`src/rtl/seq_ctrl.sv`:
```
// rtl/seq_ctrl.sv - Y86 multi-cycle sequencer with memory handshake and processor status.
// Optional define Y86_SEQ_PERF_EN adds busy-cycle and retired-instruction counters.
module seq_ctrl #(
    parameter int MEM_TIMEOUT = 15
) (
    input  logic       clk_i,
    input  logic       rst_i,
    input  logic       start_i,
    input  logic [3:0] icode_i,
    input  logic       instr_valid_i,
    output logic       mem_req_o,
    input  logic       mem_ack_i,
    input  logic       mem_error_i,
    output logic       fetch_en_o,
    output logic       decode_en_o,
    output logic       exec_en_o,
    output logic       mem_en_o,
    output logic       wb_en_o,
    output logic       pc_en_o,
    output logic       cc_we_o,
    output logic [2:0] stat_o,
    output logic       busy_o,
`ifdef Y86_SEQ_PERF_EN
    output logic [31:0] cycle_cnt_o,
    output logic [31:0] instr_cnt_o,
`endif
    output logic       retired_o
);

    localparam logic [2:0] S_IDLE   = 3'd0;
    localparam logic [2:0] S_FETCH  = 3'd1;
    localparam logic [2:0] S_DECODE = 3'd2;
    localparam logic [2:0] S_EXEC   = 3'd3;
    localparam logic [2:0] S_MEM    = 3'd4;
    localparam logic [2:0] S_WB     = 3'd5;
    localparam logic [2:0] S_PCUP   = 3'd6;
    localparam logic [2:0] S_HALT   = 3'd7;

    localparam logic [2:0] STAT_AOK = 3'd1;
    localparam logic [2:0] STAT_HLT = 3'd2;
    localparam logic [2:0] STAT_ADR = 3'd3;
    localparam logic [2:0] STAT_INS = 3'd4;

    localparam int CW = $clog2(MEM_TIMEOUT + 1);
    localparam logic [CW-1:0] TMO_LAST = CW'(MEM_TIMEOUT - 1);

    logic [2:0]    state;
    logic [2:0]    state_next;
    logic [2:0]    stat_q;
    logic [2:0]    stat_next;
    logic [CW-1:0] tmo_cnt;
    logic          waiting;
    logic          timed_out;
    logic          mem_icode;

    assign waiting   = (state == S_FETCH) || (state == S_MEM);
    // The last unacknowledged cycle ends the wait; an ack in that same cycle still wins.
    assign timed_out = waiting && !mem_ack_i && (tmo_cnt == TMO_LAST);
    assign mem_icode = (icode_i == 4'h4) || (icode_i == 4'h5) || (icode_i == 4'h8) ||
                       (icode_i == 4'h9) || (icode_i == 4'hA) || (icode_i == 4'hB);

    always_comb begin
        state_next = state;
        stat_next  = stat_q;
        case (state)
            S_IDLE: begin
                if (start_i) state_next = S_FETCH;
            end
            S_FETCH, S_MEM: begin
                if (mem_ack_i) begin
                    if (mem_error_i) begin
                        state_next = S_HALT;
                        stat_next  = STAT_ADR;
                    end else begin
                        state_next = (state == S_FETCH) ? S_DECODE : S_WB;
                    end
                end else if (timed_out) begin
                    state_next = S_HALT;
                    stat_next  = STAT_ADR;
                end
            end
            S_DECODE: begin
                if (instr_valid_i) begin
                    state_next = S_EXEC;
                end else begin
                    state_next = S_HALT;
                    stat_next  = STAT_INS;
                end
            end
            S_EXEC:  state_next = mem_icode ? S_MEM : S_WB;
            S_WB:    state_next = S_PCUP;
            S_PCUP: begin
                if (icode_i == 4'h0) begin
                    state_next = S_HALT;
                    stat_next  = STAT_HLT;
                end else begin
                    state_next = S_FETCH;
                end
            end
            S_HALT:  state_next = S_HALT;
            default: state_next = S_IDLE;
        endcase
    end

    always_ff @(posedge clk_i) begin
        if (rst_i) begin
            state  <= S_IDLE;
            stat_q <= STAT_AOK;
        end else begin
            state  <= state_next;
            stat_q <= stat_next;
        end
    end

    always_ff @(posedge clk_i) begin
        if (rst_i) begin
            tmo_cnt <= '0;
        end else if ((state_next != state) && ((state_next == S_FETCH) || (state_next == S_MEM))) begin
            tmo_cnt <= '0;
        end else if (waiting && !mem_ack_i) begin
            tmo_cnt <= tmo_cnt + 1'b1;
        end
    end

    assign fetch_en_o  = (state == S_FETCH);
    assign decode_en_o = (state == S_DECODE);
    assign exec_en_o   = (state == S_EXEC);
    assign mem_en_o    = (state == S_MEM);
    assign wb_en_o     = (state == S_WB);
    assign pc_en_o     = (state == S_PCUP);
    assign mem_req_o   = waiting;
    assign cc_we_o     = (state == S_EXEC) && (icode_i == 4'h6);
    assign retired_o   = (state == S_PCUP);
    assign busy_o      = (state != S_IDLE) && (state != S_HALT);
    assign stat_o      = stat_q;

`ifdef Y86_SEQ_PERF_EN
    always_ff @(posedge clk_i) begin
        if (rst_i) begin
            cycle_cnt_o <= '0;
            instr_cnt_o <= '0;
        end else begin
            if (busy_o)    cycle_cnt_o <= cycle_cnt_o + 32'd1;
            if (retired_o) instr_cnt_o <= instr_cnt_o + 32'd1;
        end
    end
`endif

endmodule

```
`config.mk`:
```
export PLATFORM = sky130hd
export DESIGN_NAME = seq_ctrl
export DESIGN_NICKNAME = d
export VERILOG_FILES = /design/src/rtl/seq_ctrl.sv
export SDC_FILE = /design/constraint.sdc
export NUM_CORES = 1
export LEC_CHECK = 0
export CAP_MARGIN = 20
export CORE_AREA = 2 2 39 41
export DETAILED_ROUTE_END_ITERATION = 10
export DIE_AREA = 0 0 41 43
export DONT_BUFFER_PORTS = 1
export PLACE_DENSITY = 0.74
export SYNTH_ARGS = -nofsm -noshare
export SYNTH_HDL_FRONTEND = slang
export SYNTH_SLANG_ARGS = --single-unit
```
`constraint.sdc`:
```
create_clock -name clk_i -period 4.2 [get_ports clk_i]
set_input_delay 0.84 -clock clk_i [delete_from_list [all_inputs] [get_ports clk_i]]
set_output_delay 0.84 -clock clk_i [all_outputs]
set_load 0.05 [all_outputs]
```
* After elaboration in Yosys (flattened, before gate mapping)
Cells that the tools add are included.
** Operators by class
- Equal/unequal tests :: 23
- Add/subtract/negate cells :: 1
- Mux-type cells :: 15
- Reductions and logical operators :: 20
** Operator list (number)
- $mux W3 :: 12
- $pmux W3 S7 :: 1
- $eq A4 B4 Y1 const B :: 5
- $eq A3 B3 Y1 const B :: 5
- $eq A4 B3 Y1 const B :: 3
- $ne A3 B3 Y1 const B :: 3
- $pmux W3 S3 :: 1
- $logic_or A1 B1 Y1 :: 7
- $eq A3 B1 Y1 const B :: 2
- $eq A3 B2 Y1 const B :: 2
- $reduce_bool A3 Y1 :: 2
- $logic_and A1 B1 Y1 :: 5
- $reduce_and A5 Y1 :: 1
- $add A4 B1 Y4 const B :: 1
- $logic_not A4 Y1 :: 1
- $reduce_or A2 Y1 :: 2
- $logic_not A3 Y1 :: 1
- $ne A3 B3 Y1 :: 1
- $ne A2 B1 Y1 const B :: 1
- $ne A2 B2 Y1 const B :: 1
- $logic_not A1 Y1 :: 1
- $mux W1 :: 1
** Storage, ports and cells
- Output and inout bits :: 13
- Register bits :: 10
- Word-level logic and storage cells :: 62
- Bits of input ports :: 10

* Depth between registers and ports, before layout
Gate-level depths: netlist of the first run.
- Word-level depth :: 12
- Depth in mapped cells :: 7
- Depth with buffers taken out :: 7

* Worst setup path after synthesis of the first run
OpenSTA, ideal clock, no wires.
- Path kind :: reg-to-output
- From :: reg state[2]
- To :: out retired_o
- Cell stages (with the launch flop) :: 6
- Data arrival time :: 1.836 ns
- Required time :: 3.360 ns
- Path buffers :: 3
- Path slack :: 1.524 ns
- Cells stage by stage :: dfxtp_1 buf_6 clkbuf_1 nand2_1 nor2_1 buf_4
** On the way
- Cells in the longest elaborated chain, start to end :: 1
** Ends and longest elaborated chain
- start: declaration :: RTL line 47 : logic [2:0] state;
- start signal: assignment :: RTL line 110 : state <= state_next;
- $eq A3 B3 Y1
- end: declaration :: RTL line 27 : output logic retired_o
Every way passes these cells.

* Worst setup path in the final report of the first run
Same ends and word-level chain as after synthesis.

==> results of run 1 <==
[cells in the mapped netlist (2+ instances only)]
library cell,number
nor2_1,11
a21oi_1,10
dfxtp_1,10
nand2_1,8
nor3_1,8
inv_1,6
a211o_1,2
a21o_1,2
buf_4,2
clkbuf_1,2
ha_1,2
nor2b_1,2
o21ai_0,2
xnor2_1,2
xor2_1,2
[stage by stage]
| stage | instances | utilization [%] |
|---|---|---|
| floorplan | 93 | - |
| global placement | 105 | 52.8 |
| detailed placement | 105 | 52.8 |
| CTS | 109 | 55.4 |
| global route | 109 | 55.4 |
| finish | 109 | 55.4 |
[kinds of logic after synthesis]
logic type,Yosys count,share of synthesized area (%)
muxes,1,1.54
buffers and inverters,11,7.72
DFF,10,27.4
adders and majority gates,2,3.43
AOI/OAI and AO/OA,27,26.8
and+or+nand+nor,37,24.5
xor gates and xnor gates,5,8.58
[layer usage]
layer  up-vias  GRT usage, %
met1       305          22.6
li1        335             -
met4         0          10.0
met2        18          33.8
met3         4          8.38
met5         -             0
[state kept, by name (all words and copies together) (netlist names)]
| name | cells |
|---|---|
| state | 3 |
| stat_o | 3 |
| tmo_cnt | 4 |
[cell type report]
class	count	share of cell area, %
inverters	6	2.94
well taps	16	2.61
repair buffers	1	0.979
clock buffers	4	4.73
flip-flops and latches	10	26.1
multi-input cells	72	62.6
[worst min path at each step]
stage,startpoint,to,slack [ps]
after floorplan,tmo_cnt[3],tmo_cnt[3],520
after detailed placement,tmo_cnt[3],tmo_cnt[3],560
final,tmo_cnt[1],tmo_cnt[1],570
after CTS,tmo_cnt[3],tmo_cnt[3],570
after global routing,rst_i,state[2],610
after global placement,tmo_cnt[3],tmo_cnt[3],550
[power by group through the flow]
stage / registers [W] / logic (W) / clock network, W
4_1_cts: 0.000206 / 0.000334 / 0.0000926
6_report: 0.000207 / 0.000332 / 0.0000891
2_1_floorplan: 0.000165 / 0.000335 / 0
3_5_place_dp: 0.000209 / 0.000332 / 0
3_3_place_gp: 0.000207 / 0.000328 / 0
5_1_grt: 0.000213 / 0.000362 / 0.0000974
[layout by cell type, fill, tap and decap left out, types with 2 or more instances in the layout]
cell type,netlist,layout
a21oi_1,10,10
nor2b_1,2,2
ha_1,2,2
xnor2_1,2,2
nand2_1,8,8
a21o_1,2,2
dfxtp_1,10,10
nor2_1,11,10
a211o_1,2,2
xor2_1,2,2
inv_1,6,6
nor3_1,8,7
clkbuf_4,0,3
o21ai_0,2,2
[critical path: stages (launching register included)]
cell and delay [ps]:
dfxtp_1 770, nand2_1 180, nor2_2 840
==> results.py, run 1 <==
metrics = {
    "outcome": {
        "status": "completed",
    },
    "worst_setup_path": {
        "ff2ff_setup_slack_ps": 1800,
        "start_kind": "register",
        "crit_required_ps": 3360,
        "r2r_start": "state[2]",
        "arrival_ps": 2070,
        "r2r-end": "tmo_cnt[1]",
        "critPathCapture": "retired_o",
        "r2r_cells": 5,
        "worstSetupPathType": "reg -> out",
        "worstPathMaxFanout": 17,
        "setup.worst_path.start": "state[2]",
        "end_kind": "output pin",
    },
    "yosys": {
        "synth_fp_nets": 105,
        "yosysTopAreaCellShare_pct": 27.4,
        "ys_warn_count": 0,
        "syn-mean-instance-area_um2": 7.84,
        "ys_seq_elements": 10,
        "synth_ff_type": "dfxtp_1",
        "synth_edf_count": 0,
        "seq_area_frac_synth_pct": 27.4,
        "netlist_area_um2": 729,
        "synth_cell_types": 37,
        "yosys-top-cells-area": "dfxtp_1, a21oi_1, nor2_1",
        "yosys.area.top_type": "dfxtp_1",
        "syn_inst": 93,
        "async_flop_share_pct": 0,
    },
    "placement": {
        "routabilityCongestion": 0.807,
        "place_ws_ps": 1610,
        "dpl.hpwl_mm": 1.23,
        "dpl_cell_area_um2": 731,
        "portBuffers": 0,
    },
    "detailed_routing": {
        "drc_errors": 0,
        "drt-met1-wl_um": 647,
        "wl_met2_um": 782,
        "highest_layer": "met4",
        "avgRoutedWirePerCell_um": 14.4,
        "vias_per_cell": 6.07,
        "drtPass1Iterations": 3,
        "drtIter0Drc": 6,
        "num_vias": 662,
        "wl_mm": 1.57,
        "wl_met3_um": 107,
        "antenna_left": 0,
    },
    "die": {
        "die_w_um": 41,
        "core-area_mm2": 0.00138,
        "die_h_um": 43,
        "ioPinCount": 23,
        "die_area_mm2": 0.00176,
        "num_rows": 14,
        "initial_core_util_pct": 52.7,
    },
    "power_and_ir_drop": {
        "power.share.sequential_pct": 33.0,
        "irDropWorstVdd_uv": 349,
        "p_sw_w": 0.000353,
        "p_total_w": 0.000628,
        "pwr-share-comb_pct": 52.8,
        "power_leakage_nw": 0.303,
        "p_clk_share_pct": 14.2,
        "internal_power_w": 0.000275,
        "switching_share_pct": 56.2,
        "pwr_density_cell_mw_per_mm2": 818,
    },
    "cts": {
        "clock_latency_ps": 280,
        "cts_root_buf": "clkbuf_4",
        "cts.sinks": 10,
        "cts_inserted_buffers": 3,
        "ctsResizeCount": 0,
        "cts_hold_buf": 0,
        "cts_setup_buffers": 0,
        "htree_num_levels": 1,
        "cts_tree": "done",
        "max-clock-path-buffers": 2,
        "clk_pin_slew_ps": 70,
    },
    "finish": {
        "fin_area_um2": 767,
        "n_fill_cell": 149,
        "antenna_cells": 0,
        "seqCellArea_um2": 200,
        "drive_gt1_share_pct": 12.9,
        "multi_input_area_um2": 480,
        "nNetsFinal": 106,
        "syn_to_final_growth_pct": 5.15,
    },
    "grt": {
        "grt_max_degree": 18,
        "grt_pass1_vias": 587,
        "antenna_found_initial": 0,
        "grt_pass1_wl_mm": 2.46,
        "grt_overflow_total": 0,
        "grtUsageTotal_pct": 21.0,
    },
    "sta": {
        "slew_headroom_pct": 29.5,
        "finClkSkew_ps": 9.26,
        "worst_slew_pin_slew_ps": 1060,
        "finalCritPeriodShare_pct": 69.3,
        "hold_viol": 0,
        "finalSetupViolCount": 0,
        "max_freq_mhz": 344,
        "setup_ws_ps": 1290,
        "holdWs_ps": 568,
        "min_period_ps": 2910,
        "setup-tns-final_ps": 0,
        "rsz0062_at_grt": "no",
        "slew_viol_final": 0,
    },
    "job": {
        "maxCapViolations": 0,
    },
    "worst_hold_path": {
        "hp-class": "reg -> reg",
        "worstHoldPathCells": 2,
    },
}
(Power assumes the default switching activity.)
==> run 2, diff against run 1 <==
==> constraint.sdc (replaced) <==
create_clock -name clk_i -period 3 [get_ports clk_i]
set_input_delay 0.6 -clock clk_i [delete_from_list [all_inputs] [get_ports clk_i]]
set_output_delay 0.6 -clock clk_i [all_outputs]
set_load 0.05 [all_outputs]
==> results.py, run 2 (synthesis results as in run 1) <==
metrics = {
    "outcome": {
        "status": "completed",
    },
    "grt": {
        "grtUsageTotal_pct": 22.0,
        "antenna_found_initial": 0,
        "grt_pass1_wl_mm": 2.69,
        "grt_overflow_total": 0,
        "grt_pass1_vias": 655,
        "grt_max_degree": 18,
    },
    "sta": {
        "worst_slew_pin_slew_ps": 695,
        "holdWs_ps": 399,
        "max_freq_mhz": 412,
        "finalCritPeriodShare_pct": 80.8,
        "min_period_ps": 2420,
        "slew_headroom_pct": 53.6,
        "hold_viol": 0,
        "setup-tns-final_ps": 0,
        "slew_viol_final": 0,
        "finClkSkew_ps": 8.61,
        "rsz0062_at_grt": "no",
        "finalSetupViolCount": 0,
    },
    "worst_setup_path": {
        "setup.worst_path.start": "state[1]",
        "worstSetupPathType": "reg -> out",
        "worst-path-buf-inv": 0,
        "r2r_cells": 5,
        "worstPathMaxFanout": 14,
        "r2r_start": "state[2]",
        "max_stage_delay_ps": 590,
        "cp_top_family": "simple AND/OR/NAND/NOR gates",
        "critical_path_depth": 2,
        "r2r-end": "tmo_cnt[1]",
        "crit_required_ps": 2400,
        "arrival_ps": 1820,
        "end_kind": "output pin",
        "path_cells": "nor3b_1 -> and4_1",
        "cp_slowest_cell": "dfxtp_1",
        "start_kind": "register",
        "critPathCapture": "cc_we_o",
        "ff2ff_setup_slack_ps": 930,
    },
    "cts": {
        "htree_num_levels": 1,
        "cts_hold_buf": 0,
        "cts_tree": "done",
        "cts_inserted_buffers": 3,
        "max-clock-path-buffers": 2,
        "clock_latency_ps": 260,
        "ctsResizeCount": 0,
        "clk_pin_slew_ps": 70,
        "cts_root_buf": "clkbuf_4",
        "cts_setup_buffers": 0,
        "cts.sinks": 10,
    },
    "power_and_ir_drop": {
        "power.share.sequential_pct": 33.0,
        "internal_power_w": 0.000393,
        "p_sw_w": 0.000494,
        "p_clk_share_pct": 10.3,
        "irDropWorstVdd_uv": 512,
        "power_leakage_nw": 0.327,
        "pwr-share-comb_pct": 56.8,
        "switching_share_pct": 55.7,
        "pwr_density_cell_mw_per_mm2": 1110,
    },
    "die": {
        "ioPinCount": 23,
        "num_rows": 14,
        "core-area_mm2": 0.00138,
        "die_area_mm2": 0.00176,
        "die_w_um": 41,
        "die_h_um": 43,
        "initial_core_util_pct": 52.7,
    },
    "detailed_routing": {
        "antenna_left": 0,
        "drtPass1Iterations": 4,
        "vias_per_cell": 6.40,
        "drc_errors": 0,
        "drtIter0Drc": 19,
        "avgRoutedWirePerCell_um": 14.5,
        "wl_mm": 1.66,
        "num_vias": 730,
    },
    "finish": {
        "largest-register": "tmo_cnt",
        "drive_gt1_share_pct": 17.3,
        "layout_common_cells": "nor2_1, a21oi_1, dfxtp_1",
        "n_fill_cell": 133,
        "nNetsFinal": 112,
        "syn_to_final_growth_pct": 9.43,
        "largest_reg_flops": 4,
        "antenna_cells": 0,
    },
    "placement": {
        "portBuffers": 0,
        "routabilityCongestion": 0.843,
        "dpl.hpwl_mm": 1.27,
    },
    "worst_hold_path": {
        "hp-class": "in -> reg",
    },
    "job": {
        "maxCapViolations": 0,
    },
}
-- run 2: final cells by class --
type	instances	area [um2]	area share [%]
multi-input cells	72	480	60.2
flip-flops and latches	10	200	25.1
repair buffers	7	52.6	6.58
clock buffers	3	22.5	2.82
inverters	6	22.5	2.82
well taps	16	20.0	2.51
-- run 2: routing by layer --
metal	track usage (%)	share of wire, %	vias to the layer above
li1	-	-	345
met1	26.1	40	344
met2	35.0	50	37
met3	4.19	9.0	4
met4	12.0	1.7	0
met5	0	0	-
-- run 2: how the worst min path moves through the flow --
| stage | from | to | slack, ps | depth (start not counted) |
|---|---|---|---|---|
| 2_1_floorplan | tmo_cnt[3] | tmo_cnt[3] | 520 | 2 |
| 3_3_place_gp | tmo_cnt[1] | tmo_cnt[1] | 550 | 2 |
| 3_5_place_dp | tmo_cnt[1] | tmo_cnt[1] | 570 | 2 |
| 4_1_cts | rst_i | state[2] | 400 | 1 |
| 5_1_grt | rst_i | state[2] | 400 | 1 |
| 6_report | rst_i | state[2] | 400 | 1 |
-- run 2: power groups by stage --
stage / sequential (W) / combinational [W] / clock, W
final: 0.000292 / 0.000504 / 0.0000910
after global routing: 0.000303 / 0.000551 / 0.0000999
after CTS: 0.000291 / 0.000504 / 0.0000922
after detailed placement: 0.000294 / 0.000501 / 0
after global placement: 0.000292 / 0.000497 / 0
after floorplan: 0.000232 / 0.000470 / 0
-- run 2: worst reg2reg max path, stage by stage (launching register included) --
cell,delay [ps]
dfxtp_1,770
xor2_4,220
a31oi_2,140
o311a_1,370
a31o_1,220
a221oi_2,270
-- run 2: per-stage QoR --
stage	util [%]	instance area, um2	std cells	setup WS (ps)	total power [W]
CTS	57.7	798	114	602	0.000887
floorplan	-	729	93	564	0.000701
global placement	56.1	776	111	936	0.000789
global route	57.7	798	114	488	0.000954
detailed placement	56.1	776	111	897	0.000795
finish	57.7	798	114	576	0.000887
==> run 3, diff against run 2 <==
--- a/config.mk
+++ b/config.mk
@@ -6,11 +6,10 @@
 export NUM_CORES = 1
 export LEC_CHECK = 0
 export CAP_MARGIN = 20
-export CORE_AREA = 2 2 39 41
+export CORE_UTILIZATION = 53
 export DETAILED_ROUTE_END_ITERATION = 10
-export DIE_AREA = 0 0 41 43
 export DONT_BUFFER_PORTS = 1
-export PLACE_DENSITY = 0.74
+export PLACE_DENSITY = 0.75
 export SYNTH_ARGS = -nofsm -noshare
 export SYNTH_HDL_FRONTEND = slang
 export SYNTH_SLANG_ARGS = --single-unit
==> constraint.sdc (replaced) <==
create_clock -name clk_i -period 2.2 [get_ports clk_i]
set_input_delay 0.44 -clock clk_i [delete_from_list [all_inputs] [get_ports clk_i]]
set_output_delay 0.44 -clock clk_i [all_outputs]
set_load 0.05 [all_outputs]
==> results.py, run 3 (synthesis results as in run 1) <==
metrics = {
    "outcome": {
        "status": "completed",
    },
    "grt": {
        "grt_max_degree": 17,
        "grt_pass1_vias": 621,
        "grt_pass1_wl_mm": 2.55,
        "grtUsageTotal_pct": 25.4,
        "antenna_found_initial": 0,
        "grt_overflow_total": 0,
    },
    "worst_setup_path": {
        "r2r_start": "state[0]",
        "worstPathMaxFanout": 16,
        "setup.worst_path.start": "state[2]",
        "crit_required_ps": 1760,
        "start_kind": "register",
        "end_kind": "output pin",
        "r2r_cells": 5,
        "ff2ff_setup_slack_ps": 330,
        "r2r-end": "tmo_cnt[1]",
        "critPathCapture": "mem_en_o",
        "arrival_ps": 1570,
        "worstSetupPathType": "reg -> out",
    },
    "detailed_routing": {
        "drtIter0Drc": 37,
        "drc_errors": 0,
        "wl_mm": 1.66,
        "drtPass1Iterations": 5,
        "antenna_left": 0,
        "avgRoutedWirePerCell_um": 14.2,
        "num_vias": 711,
        "vias_per_cell": 6.08,
    },
    "sta": {
        "finClkSkew_ps": 1.63,
        "slew_viol_final": 0,
        "finalCritPeriodShare_pct": 91.2,
        "finalSetupViolCount": 0,
        "rsz0062_at_grt": "no",
        "hold_viol": 0,
        "worst_slew_pin_slew_ps": 529,
        "slew_headroom_pct": 64.7,
        "setup-tns-final_ps": 0,
        "max_freq_mhz": 498,
        "min_period_ps": 2010,
    },
    "die": {
        "die_area_mm2": 0.00153,
        "core-area_mm2": 0.00128,
        "ioPinCount": 23,
        "num_rows": 13,
        "die_w_um": 39.1,
        "initial_core_util_pct": 56.8,
        "die_h_um": 39.1,
    },
    "job": {
        "maxCapViolations": 0,
    },
    "finish": {
        "n_fill_cell": 111,
        "largest-register": "tmo_cnt",
        "seqCellArea_um2": 200,
        "multi_input_area_um2": 480,
        "finalNonFillerCells": 117,
        "final_common_cell": "buf_4",
        "largest_reg_flops": 4,
        "syn_to_final_growth_pct": 13.4,
        "antenna_cells": 0,
        "layout_common_cells": "buf_4, nor2_1, a21oi_1, dfxtp_1, nand2_1",
        "nNetsFinal": 116,
        "drive_gt1_share_pct": 20.6,
        "fin_area_um2": 827,
    },
    "power_and_ir_drop": {
        "irDropWorstVdd_uv": 814,
        "pwr_density_cell_mw_per_mm2": 1510,
        "power_leakage_nw": 0.349,
    },
    "cts": {
        "cts_inserted_buffers": 3,
        "cts.sinks": 10,
        "htree_num_levels": 1,
        "ctsResizeCount": 0,
        "cts_setup_buffers": 0,
        "cts_root_buf": "clkbuf_4",
        "clk_pin_slew_ps": 60,
        "max-clock-path-buffers": 2,
        "clock_latency_ps": 260,
        "cts_tree": "done",
        "cts_hold_buf": 0,
    },
    "placement": {
        "portBuffers": 0,
        "dpl.hpwl_mm": 1.30,
        "place_inst": 114,
        "routabilityCongestion": 0.840,
        "dpl_cell_area_um2": 805,
    },
    "worst_hold_path": {
        "hp-class": "in -> reg",
    },
}
==> run 3: how the worst min path moves through the flow <==
| stage | startpoint | endpoint | slack [ps] | cells after the start |
|---|---|---|---|---|
| floorplan | rst_i | state[2] | 510 | 1 |
| global placement | rst_i | stat_o[1] | 520 | 1 |
| detailed placement | rst_i | stat_o[1] | 530 | 1 |
| CTS | rst_i | state[0] | 240 | 1 |
| global route | rst_i | state[0] | 250 | 1 |
| finish | rst_i | state[0] | 250 | 1 |
==> run 3: worst max-delay path, stage by stage, from the launching register on <==
cell	delay, ps
dfxtp_1	430
buf_4	250
nor2b_1	190
nand2_1	90
inv_1	340
==> run 3: metrics by stage <==
step                      total power [W]  util (%)  hold slack, ps  worst slack, ps
after CTS                         0.00125      64.4             240              183
after detailed placement          0.00113      62.6             527              367
after global placement            0.00111      62.6             523              433
final                             0.00125      64.4             247              193
after global routing              0.00134      64.4             248             47.5
after floorplan                  0.000962         -             509             33.8
==> run 3: report_power, final <==
part	switching [W]	internal, W	total (W)
clock	0.0000593	0.0000631	0.000122
combinational	0.000498	0.000268	0.000766
sequential	0.000131	0.000233	0.000363
==> run 3: per-layer routing <==
layer / up-vias / share of wire (%) / track usage (%)
li1: 352 / - / -
met4: 0 / 2.2 / 15.5
met1: 313 / 44 / 33.9
met2: 40 / 44 / 36.3
met5: - / 0 / 0
met3: 6 / 9.7 / 5.78
==> run 3: final cells by class <==
type / instances / share of cell area [%]
Multi-Input combinational cell: 72 / 58.1
Timing Repair Buffer: 11 / 9.98
Inverter: 6 / 2.72
Tap cell: 15 / 2.27
Sequential cell: 10 / 24.2
Clock buffer: 3 / 2.72
